## src/rtl/fetch_pc_ctrl_if.sv

```systemverilog
// Fetch-side bus: instruction memory address/enable/data and the tagged
// instruction handed to the IF/ID register.
interface fetch_pc_ctrl_if;
  logic [31:0] imem_addr;
  logic        imem_en;
  logic [31:0] imem_instr;
  logic [31:0] if_instr;
  logic [31:0] if_pc;
  logic [31:0] if_pc4;
  logic        if_valid;

  modport master (
    output imem_addr, imem_en, if_instr, if_pc, if_pc4, if_valid,
    input  imem_instr
  );

  modport slave (
    input  imem_addr, imem_en, if_instr, if_pc, if_pc4, if_valid,
    output imem_instr
  );
endinterface

```

## src/rtl/fetch_pc_ctrl.sv

```systemverilog
// Fetch PC controller: sequential/redirect/stall next-PC selection, imem drive,
// and PC tagging of returned instructions. FETCH_PERF_EN adds fetch_count.
module fetch_pc_ctrl #(
  parameter logic [31:0] RESET_PC = 32'h0000_0000,
  parameter logic [31:0] LAST_PC  = 32'd16
) (
  input  logic        clk,
  input  logic        rst_n,
  input  logic        stall,
  input  logic        redirect,
  input  logic [31:0] redirect_pc,
  fetch_pc_ctrl_if.master bus,
  output logic        misalign_err
`ifdef FETCH_PERF_EN
  ,
  output logic [31:0] fetch_count
`endif
);

  typedef enum logic [1:0] {IDLE, RUN, HALT} state_e;

  state_e      state_q, state_d;
  logic [31:0] pc_q, pc_d;
  logic [31:0] tag_pc_q, tag_pc_d;
  logic        tag_valid_q, tag_valid_d;
  logic        misalign_q, misalign_d;

  always_ff @(posedge clk or negedge rst_n) begin
    if (!rst_n) begin
      state_q     <= IDLE;
      pc_q        <= RESET_PC;
      tag_pc_q    <= RESET_PC;
      tag_valid_q <= 1'b0;
      misalign_q  <= 1'b0;
    end else begin
      state_q     <= state_d;
      pc_q        <= pc_d;
      tag_pc_q    <= tag_pc_d;
      tag_valid_q <= tag_valid_d;
      misalign_q  <= misalign_d;
    end
  end

  always_comb begin
    state_d     = state_q;
    pc_d        = pc_q;
    tag_pc_d    = tag_pc_q;
    tag_valid_d = tag_valid_q;
    misalign_d  = 1'b0;
    if (redirect) begin
      // The read issued this edge is off-path; the bubble covers it.
      pc_d        = {redirect_pc[31:2], 2'b00};
      tag_valid_d = 1'b0;
      state_d     = RUN;
      misalign_d  = |redirect_pc[1:0];
    end else begin
      case (state_q)
        RUN: begin
          if (!stall) begin
            tag_pc_d    = pc_q;
            tag_valid_d = 1'b1;
            pc_d        = pc_q + 32'd4;
            if (pc_q == LAST_PC) state_d = HALT;
          end
        end
        IDLE: begin
          tag_valid_d = 1'b0;
          state_d     = RUN;
        end
        default: tag_valid_d = 1'b0;
      endcase
    end
  end

  // Stall re-reads the tagged address so the registered memory output holds.
  assign bus.imem_addr = stall ? tag_pc_q : pc_q;
  assign bus.imem_en   = (state_q == RUN);
  assign bus.if_valid  = tag_valid_q;
  assign bus.if_pc     = tag_pc_q;
  assign bus.if_pc4    = tag_pc_q + 32'd4;
  assign bus.if_instr  = tag_valid_q ? bus.imem_instr : 32'h0;
  assign misalign_err  = misalign_q;

`ifdef FETCH_PERF_EN
  logic [31:0] count_q, count_d;

  always_comb begin
    count_d = count_q;
    if (tag_valid_q && !stall) count_d = count_q + 32'd1;
  end

  always_ff @(posedge clk or negedge rst_n) begin
    if (!rst_n) count_q <= 32'h0;
    else        count_q <= count_d;
  end

  assign fetch_count = count_q;
`endif

endmodule

```

## src/flat_wrapper.sv

```systemverilog
// flat-port wrapper written by rule: the top's interface ports become plain ports
module fetch_pc_ctrl_flat 
#(
  parameter logic [31:0] RESET_PC = 32'h0000_0000,
  parameter logic [31:0] LAST_PC  = 32'd16
)
  (clk, rst_n, stall, redirect, redirect_pc, misalign_err, bus_imem_addr, bus_imem_en, bus_if_instr, bus_if_pc, bus_if_pc4, bus_if_valid, bus_imem_instr);
  fetch_pc_ctrl_if bus_i ();
  input  logic clk;
  input  logic rst_n;
  input  logic stall;
  input  logic redirect;
  input  logic [31:0] redirect_pc;
  output logic misalign_err;
  output wire logic [$bits(bus_i.imem_addr)-1:0] bus_imem_addr;
  output wire logic [$bits(bus_i.imem_en)-1:0] bus_imem_en;
  output wire logic [$bits(bus_i.if_instr)-1:0] bus_if_instr;
  output wire logic [$bits(bus_i.if_pc)-1:0] bus_if_pc;
  output wire logic [$bits(bus_i.if_pc4)-1:0] bus_if_pc4;
  output wire logic [$bits(bus_i.if_valid)-1:0] bus_if_valid;
  input wire logic [$bits(bus_i.imem_instr)-1:0] bus_imem_instr;
  assign bus_imem_addr = bus_i.imem_addr;
  assign bus_imem_en = bus_i.imem_en;
  assign bus_if_instr = bus_i.if_instr;
  assign bus_if_pc = bus_i.if_pc;
  assign bus_if_pc4 = bus_i.if_pc4;
  assign bus_if_valid = bus_i.if_valid;
  assign bus_i.imem_instr = bus_imem_instr;
  fetch_pc_ctrl #(.RESET_PC(RESET_PC), .LAST_PC(LAST_PC)) u_core (.clk(clk), .rst_n(rst_n), .stall(stall), .redirect(redirect), .redirect_pc(redirect_pc), .bus(bus_i), .misalign_err(misalign_err));
endmodule
```

## config.mk

```make
export PLATFORM = sky130hd
export DESIGN_NAME = fetch_pc_ctrl_flat
export DESIGN_NICKNAME = d
export VERILOG_FILES = /design/src/rtl/fetch_pc_ctrl_if.sv /design/src/rtl/fetch_pc_ctrl.sv /design/src/flat_wrapper.sv
export SDC_FILE = /design/constraint.sdc
export NUM_CORES = 1
export LEC_CHECK = 0
export BUFFER_PORTS_ARGS = -buffer_cell sky130_fd_sc_hd__buf_2
export CORE_ASPECT_RATIO = 0.5
export CORE_MARGIN = 1.5
export CORE_UTILIZATION = 52
export DETAILED_ROUTE_END_ITERATION = 16
export PLACE_DENSITY = 0.87
export SYNTH_ARGS = -nofsm -noshare
export SYNTH_HDL_FRONTEND = slang
export SYNTH_SLANG_ARGS = --single-unit
```

## constraint.sdc

```tcl
create_clock -name clk -period 2.9 [get_ports clk]
set_input_delay 0.29 -clock clk [delete_from_list [all_inputs] [get_ports clk]]
set_output_delay 0.29 -clock clk [all_outputs]
set_load 0.03 [all_outputs]
```

==> impl_summary.log <==
[metrics] synthesized netlist cell count: 450
[metrics] Starting DRT DRC Count: 277
[metrics] Resized cells post-CTS: 0
[metrics] TritonCTS Buffers: 9
[metrics] flop2flop setup slack: 0.90 ns
[metrics] starting utilization of the core area: 54.5%
[metrics] leakage power: approximately 0.0028 uW
[metrics] ratio of final minimum period to clock period: 91.8%
[metrics] Total Die Area: 0.00911 sq mm
[metrics] Routed Wire Length: 12800 um
[metrics] Pre-Repair DR Iteration Count: 4
[metrics] data required time of the worst path: 2.61 ns
[metrics] wire length of the first global-routing pass: about 20000 um
[metrics] fraction of final layout cells with drive strength greater than 1: 46.0%
[metrics] WHS: about 0.039 ns
[metrics] crit path launch type: flop
[metrics] RSZ-0062 raised after global routing: no
[metrics] Core Footprint: approximately 0.008 sq mm
[metrics] # IOs: 199
[metrics] sequential fraction of design power: 33.8%
[metrics] critical path fanouts, max: 8
[metrics] Hold Fails Final Rpt: 0
[metrics] async set-or-reset flop fraction in the synthesized netlist: between 90% and 100%
[metrics] Synth Area per Inst: 9.83 sq um
[metrics] Synth cell types: between 40 and 50
[metrics] average wire per cell in the routed design: about 17 um
[metrics] number of antenna violations at the first check in global routing: 0
[metrics] outcome: complete, no violations
[metrics] die outline height: 68.2 um
[metrics] number of enable-type register cells in the synthesized netlist: 0
[metrics] most common cell after layout, fill and taps aside: sky130_fd_sc_hd__buf_2
[metrics] layout overhead on the synthesized area: 30.2%
[metrics] clock insertion delay at the later pin of the skew report: 0.34 ns
[metrics] worst max-slew margin expressed relative to the limit: 47.9%
[metrics] Reg clk slew, reported paths: 0.05 ns
[metrics] P_sw: 1590 uW
[metrics] IO Port Bufs: 198
[metrics] width of the die: approximately 130 um
[metrics] Worst Hold Class: input pin to asynchronous set/reset pin
[metrics] GPL Wtd Cong: 0.905
[metrics] global router's overall resource usage: 28.5%
[metrics] Remaining DRCs: 0
[metrics] data arrival time of the critical path: 2.37 ns
[metrics] H-tree Lvls: 3
[metrics] FF-to-FF Start: u_core.pc_q[8]$_DFFE_PN0P_
[metrics] Final Util: 71.0%
[metrics] number of endpoints failing setup at the final stage: 0
[metrics] Cell Rows: 23
[metrics] commonest cells after routing, fill and taps aside: sky130_fd_sc_hd__buf_2 (198), sky130_fd_sc_hd__dfrtp_1 (66), sky130_fd_sc_hd__nand2_1 (56)
[metrics] internal power summed over all cells: 2260 uW
[metrics] largest net degree at the start of global routing: 39
[metrics] count of nets left with antenna violations after detail routing: 0
[metrics] Critical Path Sink Type: primary output
[metrics] number of synthesis warnings: 0
[metrics] detailed-route vias per instance: between 5 and 6
[metrics] netlist area before placement: 0.00443 sq mm
[metrics] Setup Skew: 0.00366 ns
[metrics] leading register cell type out of synthesis: sky130_fd_sc_hd__dfrtp_1
[metrics] largest incremental delay on the critical path: 0.55 ns
[metrics] overall via count from detail_route: 4115
[metrics] clock tree root driver cell: sky130_fd_sc_hd__clkbuf_16
[metrics] post-synthesis net count: 521
[metrics] Total Nets Final: just over 700
[metrics] total overflow reported by the global router: 0
[metrics] reported max-cap violation count: 0
[metrics] number of storage elements in the synthesis netlist: 66
[metrics] HPWL after detailed placement: 9580 um
[metrics] sequential fraction of the synthesis area: 37.3%
[metrics] worst supply voltage drop on vdd: slightly above 0.6 mV
[metrics] start-to-end type of the worst setup path: flop to primary output
[metrics] number of cells on the worst reg-to-reg path: 5
[metrics] portion of total power attributed to the clock network: 28.4%
[metrics] hold_buf cts: 0
[metrics] power per unit of standard cell area: around 670 mW/mm^2
[metrics] upper clock frequency limit: approximately 380 MHz
[metrics] part of the power in combinational logic: 37.7%
[metrics] setup tns final: 0 ns
[metrics] critical path's slowest cell: sky130_fd_sc_hd__nor4_4
[metrics] final slew viol count: 0
[metrics] TritonCTS clock tree: done
[metrics] Sink Count: 66
[metrics] Tightest Pin Transition: about 0.78 ns
[metrics] number of global-route vias before repair: 3808
[metrics] number of antenna diodes: 0
[metrics] deepest clock path buffer count: 2
[metrics] FF-to-FF End: u_core.pc_q[30]$_DFFE_PN0P_
[metrics] number of buffers inserted by post-CTS setup repair: 0
[metrics] cells along the critical path: and4_4 -> nand2b_4 -> nor4_4 -> nand4_1 -> xnor2_1 -> buf_2
[metrics] final worst path period need: 2.66 ns
[metrics] Sw Ratio: just over 40%
## flip-flops by register name (all words and copies together), names as in the netlist
| signal | count |
|---|---|
| u_core.bus.if_pc | 32 |
| u_core.bus.if_valid | 1 |
| u_core.misalign_err | 1 |
| u_core.pc_q | 30 |
| u_core.state_q | 2 |
## routing by layer
metal,up-vias,wire (um),track usage (%)
li1,1950,-,-
met1,1963,5360,34.7
met2,169,6210,49.5
met3,33,931,8.07
met4,0,347,11.0
met5,-,0,0
## cell type report
cell class	count	area (sq um)
clock buffers	14	264
clock inverters	2	35.0
fillers	596	2350
inverters	6	22.5
multi-input cells	353	2610
flip-flops and latches	66	1650
well taps	112	140
repair buffers	203	1040
## cells in the mapped netlist, types with 8 or more instances
master / n / area (sq um)
sky130_fd_sc_hd__and3_1: 9 / 56.3
sky130_fd_sc_hd__o21ai_1: 10 / 50.1
sky130_fd_sc_hd__xor2_1: 16 / 140
sky130_fd_sc_hd__nand2_1: 56 / 210
sky130_fd_sc_hd__nor2_1: 18 / 67.6
sky130_fd_sc_hd__o21ai_0: 21 / 105
sky130_fd_sc_hd__nand3_1: 19 / 95.1
sky130_fd_sc_hd__mux2_2: 54 / 608
sky130_fd_sc_hd__dfrtp_1: 66 / 1650
sky130_fd_sc_hd__xnor2_1: 39 / 342
sky130_fd_sc_hd__clkbuf_1: 10 / 37.5
sky130_fd_sc_hd__and2_1: 34 / 213
sky130_fd_sc_hd__nand4_1: 15 / 93.8
sky130_fd_sc_hd__nor3_1: 8 / 40.0
## worst max-delay path by stage
stage / from / to / slack [ns] / cells after the start
after floorplan: u_core.bus.if_pc[5]$_DFFE_PN0P_ / bus_if_pc4[24] / 0.50 / 5
after global placement: u_core.bus.if_pc[5]$_DFFE_PN0P_ / bus_if_pc4[31] / 0.76 / 6
after detailed placement: u_core.bus.if_pc[5]$_DFFE_PN0P_ / bus_if_pc4[31] / 0.62 / 6
after CTS: u_core.bus.if_pc[5]$_DFFE_PN0P_ / bus_if_pc4[31] / 0.26 / 6
after global routing: u_core.bus.if_pc[4]$_DFFE_PN0P_ / bus_if_pc4[27] / 0.13 / 6
final: u_core.bus.if_pc[5]$_DFFE_PN0P_ / bus_if_pc4[31] / 0.24 / 6
## per-stage QoR
step	total power [uW]	instance area, sq um	worst slack, ns	cells
after floorplan	2290	4430	0.499	450
after global placement	2720	5460	0.761	740
after detailed placement	2750	5460	0.618	740
after CTS	3860	5760	0.259	756
after global routing	4020	5760	0.134	756
final	3850	5760	0.237	756
## critical path: cells and delay by family (launching register included)
kind,cells,cell delay (ns)
and+or+nand+nor,4,1.15
xor gates and xnor gates,1,0.18
DFF,1,0.48
buffers and inverters,1,0.22
## kinds of logic after synthesis
family | after synthesis | synth area share, %
AO/OA/AOI/OAI | 37 | 4.67
AND/OR/NAND/NOR | 203 | 28.5
flip-flops | 66 | 37.3
multiplexers | 55 | 14.0
XOR/XNOR | 55 | 10.9
adder cells (fa/ha/maj) | 3 | 0.848
buffers and inverters | 31 | 3.84
## power by group through the flow
stage                     sequential [uW]  combinational, uW  clock (uW)
after CTS                            1290               1460        1100
final                                1300               1450        1090
after detailed placement             1310               1450           0
after global placement               1300               1430           0
after global routing                 1330               1540        1150
after floorplan                      1430                861           0
Note: power is estimated with default switching activity, not from simulation.
